$ cat config.mk
export PLATFORM = sky130hd
export DESIGN_NAME = stopwatch_ctrl_flat
export DESIGN_NICKNAME = d
export VERILOG_FILES = /design/src/rtl/stopwatch_ctrl_if.sv /design/src/rtl/stopwatch_ctrl.sv /design/src/flat_wrapper.sv
export SDC_FILE = /design/constraint.sdc
export NUM_CORES = 1
export LEC_CHECK = 0
export ABC_AREA = 1
export ABC_CLOCK_PERIOD_IN_PS = 1450
export BUFFER_PORTS_ARGS = -buffer_cell sky130_fd_sc_hd__buf_4
export CORE_ASPECT_RATIO = 0.6
export CORE_MARGIN = 8
export CORE_UTILIZATION = 50
export CTS_BUF_LIST = sky130_fd_sc_hd__clkbuf_4 sky130_fd_sc_hd__clkbuf_8
export CTS_CLUSTER_SIZE = 10
export DETAILED_ROUTE_END_ITERATION = 8
export PLACE_DENSITY = 0.86
export SETUP_SLACK_MARGIN = 0.3
export SLEW_MARGIN = 5
export SYNTH_ARGS = -nofsm -noshare
export SYNTH_HDL_FRONTEND = slang
export SYNTH_SLANG_ARGS = --single-unit
$ cat constraint.sdc
create_clock -name sysClk -period 1.45 [get_ports sysClk]
set_input_delay 0.0725 -clock sysClk [delete_from_list [all_inputs] [get_ports sysClk]]
set_output_delay 0.0725 -clock sysClk [all_outputs]
set_load 0.005 [all_outputs]
$ cat src/rtl/stopwatch_ctrl_if.sv
// stopwatch_ctrl_if: command inputs and BCD display outputs of the stopwatch.
interface stopwatch_ctrl_if;
  logic       start;
  logic       stop;
  logic       clear;
  logic [3:0] secOnes;
  logic [2:0] secTens;
  logic [3:0] minOnes;
  logic       running;
  logic       overflow;
  modport master (output start, stop, clear, input secOnes, secTens, minOnes, running, overflow);
  modport slave  (input start, stop, clear, output secOnes, secTens, minOnes, running, overflow);
endinterface

$ cat src/rtl/stopwatch_ctrl.sv
// stopwatch_ctrl: prescaled M:SS stopwatch with IDLE/RUN/HOLD control.
module stopwatch_ctrl #(
  parameter int TICK_DIV = 4
) (
  input  logic              sysClk,
  input  logic              sysRst,
  stopwatch_ctrl_if.slave   sw
);
  typedef enum logic [1:0] {IDLE = 2'd0, RUN = 2'd1, HOLD = 2'd2} state_t;
  localparam logic [7:0] LAST = 8'(TICK_DIV - 1);
  state_t     r_state;
  logic [7:0] r_pre;
  logic [3:0] r_s1;
  logic [2:0] r_s10;
  logic [3:0] r_m;
  logic       r_running;
  logic       r_ovf;
  logic       w_s1_wrap;
  logic       w_s10_wrap;
  logic       w_m_wrap;
  assign w_s1_wrap  = r_s1 == 4'd9;
  assign w_s10_wrap = r_s10 == 3'd5;
  assign w_m_wrap   = r_m == 4'd9;
  always_ff @(posedge sysClk) begin
    if (sysRst) begin
      r_state   <= IDLE;
      r_pre     <= '0;
      r_s1      <= '0;
      r_s10     <= '0;
      r_m       <= '0;
      r_running <= 1'b0;
      r_ovf     <= 1'b0;
    end else begin
      r_ovf <= 1'b0;
      if (sw.clear) begin
        r_state   <= IDLE;
        r_pre     <= '0;
        r_s1      <= '0;
        r_s10     <= '0;
        r_m       <= '0;
        r_running <= 1'b0;
      end else if (sw.stop) begin
        if (r_state == RUN) begin
          r_state   <= HOLD;
          r_running <= 1'b0;
        end
      end else if (r_state != RUN) begin
        if (sw.start) begin
          r_state   <= RUN;
          r_running <= 1'b1;
        end
      end else if (r_pre == LAST) begin
        // all digits of one tick settle together, so no illegal value is ever shown
        r_pre <= '0;
        r_s1  <= w_s1_wrap ? 4'd0 : r_s1 + 4'd1;
        if (w_s1_wrap) r_s10 <= w_s10_wrap ? 3'd0 : r_s10 + 3'd1;
        if (w_s1_wrap && w_s10_wrap) r_m <= w_m_wrap ? 4'd0 : r_m + 4'd1;
        r_ovf <= w_s1_wrap && w_s10_wrap && w_m_wrap;
      end else begin
        r_pre <= r_pre + 8'd1;
      end
    end
  end
  assign sw.secOnes  = r_s1;
  assign sw.secTens  = r_s10;
  assign sw.minOnes  = r_m;
  assign sw.running  = r_running;
  assign sw.overflow = r_ovf;
endmodule

$ cat src/flat_wrapper.sv
// flat-port wrapper written by rule: the top's interface ports become plain ports
module stopwatch_ctrl_flat 
#(
  parameter int TICK_DIV = 4
)
  (sysClk, sysRst, sw_start, sw_stop, sw_clear, sw_secOnes, sw_secTens, sw_minOnes, sw_running, sw_overflow);
  stopwatch_ctrl_if sw_i ();
  input  logic sysClk;
  input  logic sysRst;
  input wire logic [$bits(sw_i.start)-1:0] sw_start;
  input wire logic [$bits(sw_i.stop)-1:0] sw_stop;
  input wire logic [$bits(sw_i.clear)-1:0] sw_clear;
  output wire logic [$bits(sw_i.secOnes)-1:0] sw_secOnes;
  output wire logic [$bits(sw_i.secTens)-1:0] sw_secTens;
  output wire logic [$bits(sw_i.minOnes)-1:0] sw_minOnes;
  output wire logic [$bits(sw_i.running)-1:0] sw_running;
  output wire logic [$bits(sw_i.overflow)-1:0] sw_overflow;
  assign sw_i.start = sw_start;
  assign sw_i.stop = sw_stop;
  assign sw_i.clear = sw_clear;
  assign sw_secOnes = sw_i.secOnes;
  assign sw_secTens = sw_i.secTens;
  assign sw_minOnes = sw_i.minOnes;
  assign sw_running = sw_i.running;
  assign sw_overflow = sw_i.overflow;
  stopwatch_ctrl #(.TICK_DIV(TICK_DIV)) u_core (.sysClk(sysClk), .sysRst(sysRst), .sw(sw_i));
endmodule
Word level (Yosys, flattened, before mapping)
Cells that the tools add are included.
Word-level totals
  RAM bits: 0
  latch bits: 0
  output and inout port bits: 13
  memories: 0
  register bits after elaboration: 23
  ROM bits: 0
Operators by class
  muxes and demuxes: 12
  reduce and logical (&&, ||, !) cells: 11
  $mul: 0
  div/mod/pow operators: 0
  $add $sub $neg: 4
  shift-type cells: 0
  equal/unequal tests: 7
  bitwise operators: 3
  order comparisons: 0
Operators with widths (number)
  4-bit by 1-bit adder with 4-bit output (second input constant): 2
  8-bit by 1-bit adder with 8-bit output (second input constant): 1
  4-bit equality test (second input constant): 2
  8-bit by 2-bit equality test with 1-bit output (second input constant): 1
  2-bit 2-to-1 mux: 4
  4-bit 2-to-1 mux: 2
  8-bit 2-to-1 mux: 1
  4-bit AND reduction: 2
  3-bit AND reduction: 2
  5-bit OR reduction: 1
  1-bit 2-to-1 mux: 4
  2-bit by 1-bit != test with 1-bit output (second input constant): 2
  2-bit nonzero test: 2
  3-bit by 1-bit adder with 3-bit output (second input constant): 1
  3-bit equality test (second input constant): 1
  3-bit 2-to-1 mux: 1
  1-bit inverter: 3
  2-bit by 1-bit equality test with 1-bit output (second input constant): 1
  1-bit logical AND: 2
  2-bit AND reduction: 1
  2-bit OR reduction: 1

Logic depth before layout (Yosys ltp)
  depth in word-level cells: 3
  mapped depth: 8
  mapped depth without buffers: 8

Worst setup path after synthesis
OpenSTA, ideal clock, no wires.
  path kind: reg2reg
  start: reg u_core.r_state[0]
  end: reg u_core.r_pre[6]
  stages on the path, launching flop included: 9
  arrival time: 1278 ps
  setup slack: 44 ps
  data required time: 1322 ps
  setup time: 128 ps
  cell sequence: dfxtp_1 > inv_1 > nor2_1 > ha_1 > nand3_2 > nor2_2 > nand3_1 > xor2_1 > nor2_1
Between the ends
  word-level cells in the longest chain between the ends: 3
Ends and longest elaborated chain
  from (decl): RTL line stopwatch_ctrl.sv:11  | state_t r_state;
  from (signal assigned): RTL line stopwatch_ctrl.sv:26  | r_state <= IDLE;
  from (signal assigned): RTL line stopwatch_ctrl.sv:36  | r_state <= IDLE;
  from (signal assigned): RTL line stopwatch_ctrl.sv:44  | r_state <= HOLD;
  2-bit by 1-bit != test with 1-bit output: RTL line stopwatch_ctrl.sv:47  | end else if (r_state != RUN) begin
  1-bit inverter (no source line)
  2-bit AND reduction (no source line)
  to (signal assigned): RTL line stopwatch_ctrl.sv:60  | r_pre <= r_pre + 8'd1;
  to (decl): RTL line stopwatch_ctrl.sv:12  | logic [7:0] r_pre;
No other way between the ends.
A chain may end at the register's enable or synchronous reset.

Worst setup path in the final report
  start: reg u_core.r_state[0]
  end: reg u_core.r_pre[7]
Same word-level chain as after synthesis.

==> flow_metrics.tcl <==
set metrics [dict create \
    muxShareOfSynthArea_pct 0 \
    core_um2 2160 \
    switchingPower_w 0.000250 \
    netlist_area_um2 1150 \
    ant_nets 0 \
    cp-end-kind "flop" \
    drtIter0Drc 55 \
    initial_core_util_pct 53.0 \
    stdcell_area_um2 1680 \
    max_freq_ghz 0.779 \
    grt_max_degree 13 \
    finalSetupTns_ns 0 \
    peakVddDrop_mv 0.598 \
    synth.net_count 172 \
    avgSynthCellArea_um2 6.95 \
    rsz0062_at_grt "yes" \
    drv_slew 0 \
    drive_above_1_share_pct 42.3 \
    p_per_area_nw_per_um2 671 \
    post-route-period-util_pct 88.6 \
    path_max_fanout 7 \
    synthDistinctLibCells 25 \
    internal_power_w 0.000877 \
    via_count 1218 \
    diodes 0 \
    worst_pin_slew_ns 0.451 \
    pwr-share-comb_pct 6.3 \
    clkTransAtPathRegs_ns 0.09 \
    htree_num_levels 1 \
    cts-buffers-inserted 3 \
    final_nets 209 \
    gp_congestion 0.809 \
    synth_seq_cells 22 \
    row_count 13 \
    synth_cells 165 \
    clockBufferDepth 2 \
    startpoint_type "flop" \
    leakage_nw 0.674 \
    grt_pass1_wl_um 4880 \
    finalSetupViolCount 0 \
    clock-skew-final_ns 0.00678 \
    p_clk_share_pct 40.1 \
    placed_area_um2 1380 \
    synthSimpleGateAreaFrac_pct 39.6 \
    worstHoldStart "sw_start" \
    vias_per_cell 5.27 \
    portBuffers 17 \
    cp.arrival_ns 1.45 \
    post-route-util_pct 77.7 \
    cts_tree "yes" \
    grt_pass1_vias 1140 \
    drc 0 \
    p_sw_share_pct 22.2 \
    critPathRequiredTime_ns 1.61 \
    worstReg2RegStart "u_core.r_state[0]" \
    fillers 146 \
    areaGrowthSynthToFinish_pct 46.6 \
    crit_start "u_core.r_state[0]" \
    synth-compound-area-share_pct 7.85 \
    clock_sinks 22 \
    hold_path.class "in2reg" \
    die_area_um2 4130 \
    io_pins 18 \
    crit_type "reg2reg" \
    die_h_um 53.1 \
    hold_viol 0 \
    ys_seq_area_share_pct 38.4 \
    total_power_w 0.00113 \
    overflow 0 \
    dp_hpwl_um 2000 \
    maxCapViolCount 0 \
    p_seq_share_pct 53.5 \
    wl_per_cell_um 13.7 \
    drt-total-wl_um 3160 \
    insertion_delay_ns 0.27 \
    fin_crit_ns 1.28 \
    die_w_um 77.8 \
    synth_top_family_by_area "simple AND/OR/NAND/NOR gates" \
    slew_headroom_pct 69.9 \
    cts_root_buffer "clkbuf_8" \
    synth_xor_area_share_pct 3.82 \
    ys_warn_count 0 \
    synth_fa_ha_area_share_pct 2.18 \
    drtPass1Iterations 4 \
    antenna_found_initial 0 \
    grtUsageTotal_pct 14.5 \
    status "finished, final reports clean" \
]
[metrics by stage]
step,hold WS (ns),setup WS [ns],cells
5_1_grt,0.104,0.104,231
6_report,0.0865,0.166,231
2_1_floorplan,0.150,0.166,165
4_1_cts,0.0889,0.181,229
3_3_place_gp,0.261,0.125,213
3_5_place_dp,0.264,0.0786,213
[final cells by class]
class                      count  area, um2  area share (%)
tap                           30       37.5            2.23
clock buffer                   4       55.1            3.27
sequential                    22        460            27.4
timing repair buffer          33        270            16.1
multi-input combinational    120        776            46.1
inverter                      22       82.6            4.91
[worst max-delay path, cell delays in order, from the launching register on]
cell	delay (ns)
dfxtp_2	0.34
inv_2	0.04
nor2_4	0.12
ha_4	0.19
buf_12	0.13
nand3_2	0.06
nor2_2	0.09
and3_1	0.16
nor3_1	0.05
[registers in the layout, indices dropped and copies added (netlist names)]
register            count
u_core.r_pre            8
u_core.sw.secTens       3
u_core.r_state          2
u_core.sw.minOnes       4
u_core.sw.overflow      1
u_core.sw.secOnes       4
[path summary, 6_finish.rpt]
check	endpoint	slack, ns	cells after the start
hold / removal	u_core.r_state[0]	0.09	4
hold reg to reg	u_core.sw.minOnes[1]	0.50	2
setup / recovery	u_core.r_pre[7]	0.17	8
setup reg to reg	u_core.r_pre[7]	0.17	8
[power by group through the flow]
| stage | Clock [W] | Combinational (W) | Sequential [W] |
|---|---|---|---|
| after CTS | 0.000455 | 0.0000586 | 0.000605 |
| after detailed placement | 0 | 0.0000504 | 0.000624 |
| after global placement | 0 | 0.0000482 | 0.000623 |
| after global routing | 0.000484 | 0.0000780 | 0.000604 |
| after floorplan | 0 | 0.0000278 | 0.000623 |
| final | 0.000452 | 0.0000715 | 0.000604 |
[timing repair]
action	in CTS	in global routing
hold endpoints to repair	1	0
gates cloned	1	0
setup endpoints to repair	22	22
hold buffers	1	0
pin swaps	16	17
buffers inserted	10	2
resized for setup	21	20
[synth_stat cells, drive strengths merged]
| cell type | instances | share of area, % |
|---|---|---|
| nand2 | 38 | 14 |
| or2 | 2 | 1.1 |
| nand4 | 5 | 2.7 |
| clkbuf | 1 | 0.33 |
| xnor2 | 1 | 0.76 |
| dfxtp | 22 | 38 |
| xor2 | 4 | 3.1 |
| nor2 | 28 | 12 |
| and3 | 1 | 0.55 |
| nand3 | 16 | 7.9 |
| nor3b | 1 | 0.65 |
| inv | 22 | 7.2 |
| a21oi | 12 | 5.2 |
| ha | 2 | 2.2 |
| nor3 | 3 | 1.3 |
| buf | 1 | 0.65 |
| o21ai | 6 | 2.6 |
[per-layer routing]
metal,wire [um],vias to the layer above,GRT usage (%)
li1,-,600,-
met1,1280,567,15.4
met2,1640,47,27.7
met3,194,4,4.56
met4,36,0,3.73
met5,0,-,0
[placed cells by master, fill, tap and decap left out, types with 3 or more instances in the layout]
cell type / Yosys / routed
nand2_2: 2 / 3
nor2_4: 1 / 7
inv_1: 20 / 17
nand3_2: 2 / 4
dfxtp_1: 22 / 12
nor2_1: 23 / 15
a21oi_1: 12 / 12
buf_4: 1 / 29
nand4_1: 5 / 5
clkbuf_8: 0 / 4
dfxtp_4: 0 / 3
nand2_1: 35 / 33
inv_2: 2 / 5
nor2_2: 3 / 6
o21ai_0: 6 / 3
dfxtp_2: 0 / 7
nand3_1: 14 / 10
xor2_1: 4 / 4
[cell families after synthesis]
family | count (synthesis)
compound gates | 18
xor+xnor | 5
fa+ha+maj | 2
buf+inv | 24
flops | 22
simple gates | 94
(Power assumes the default switching activity.)
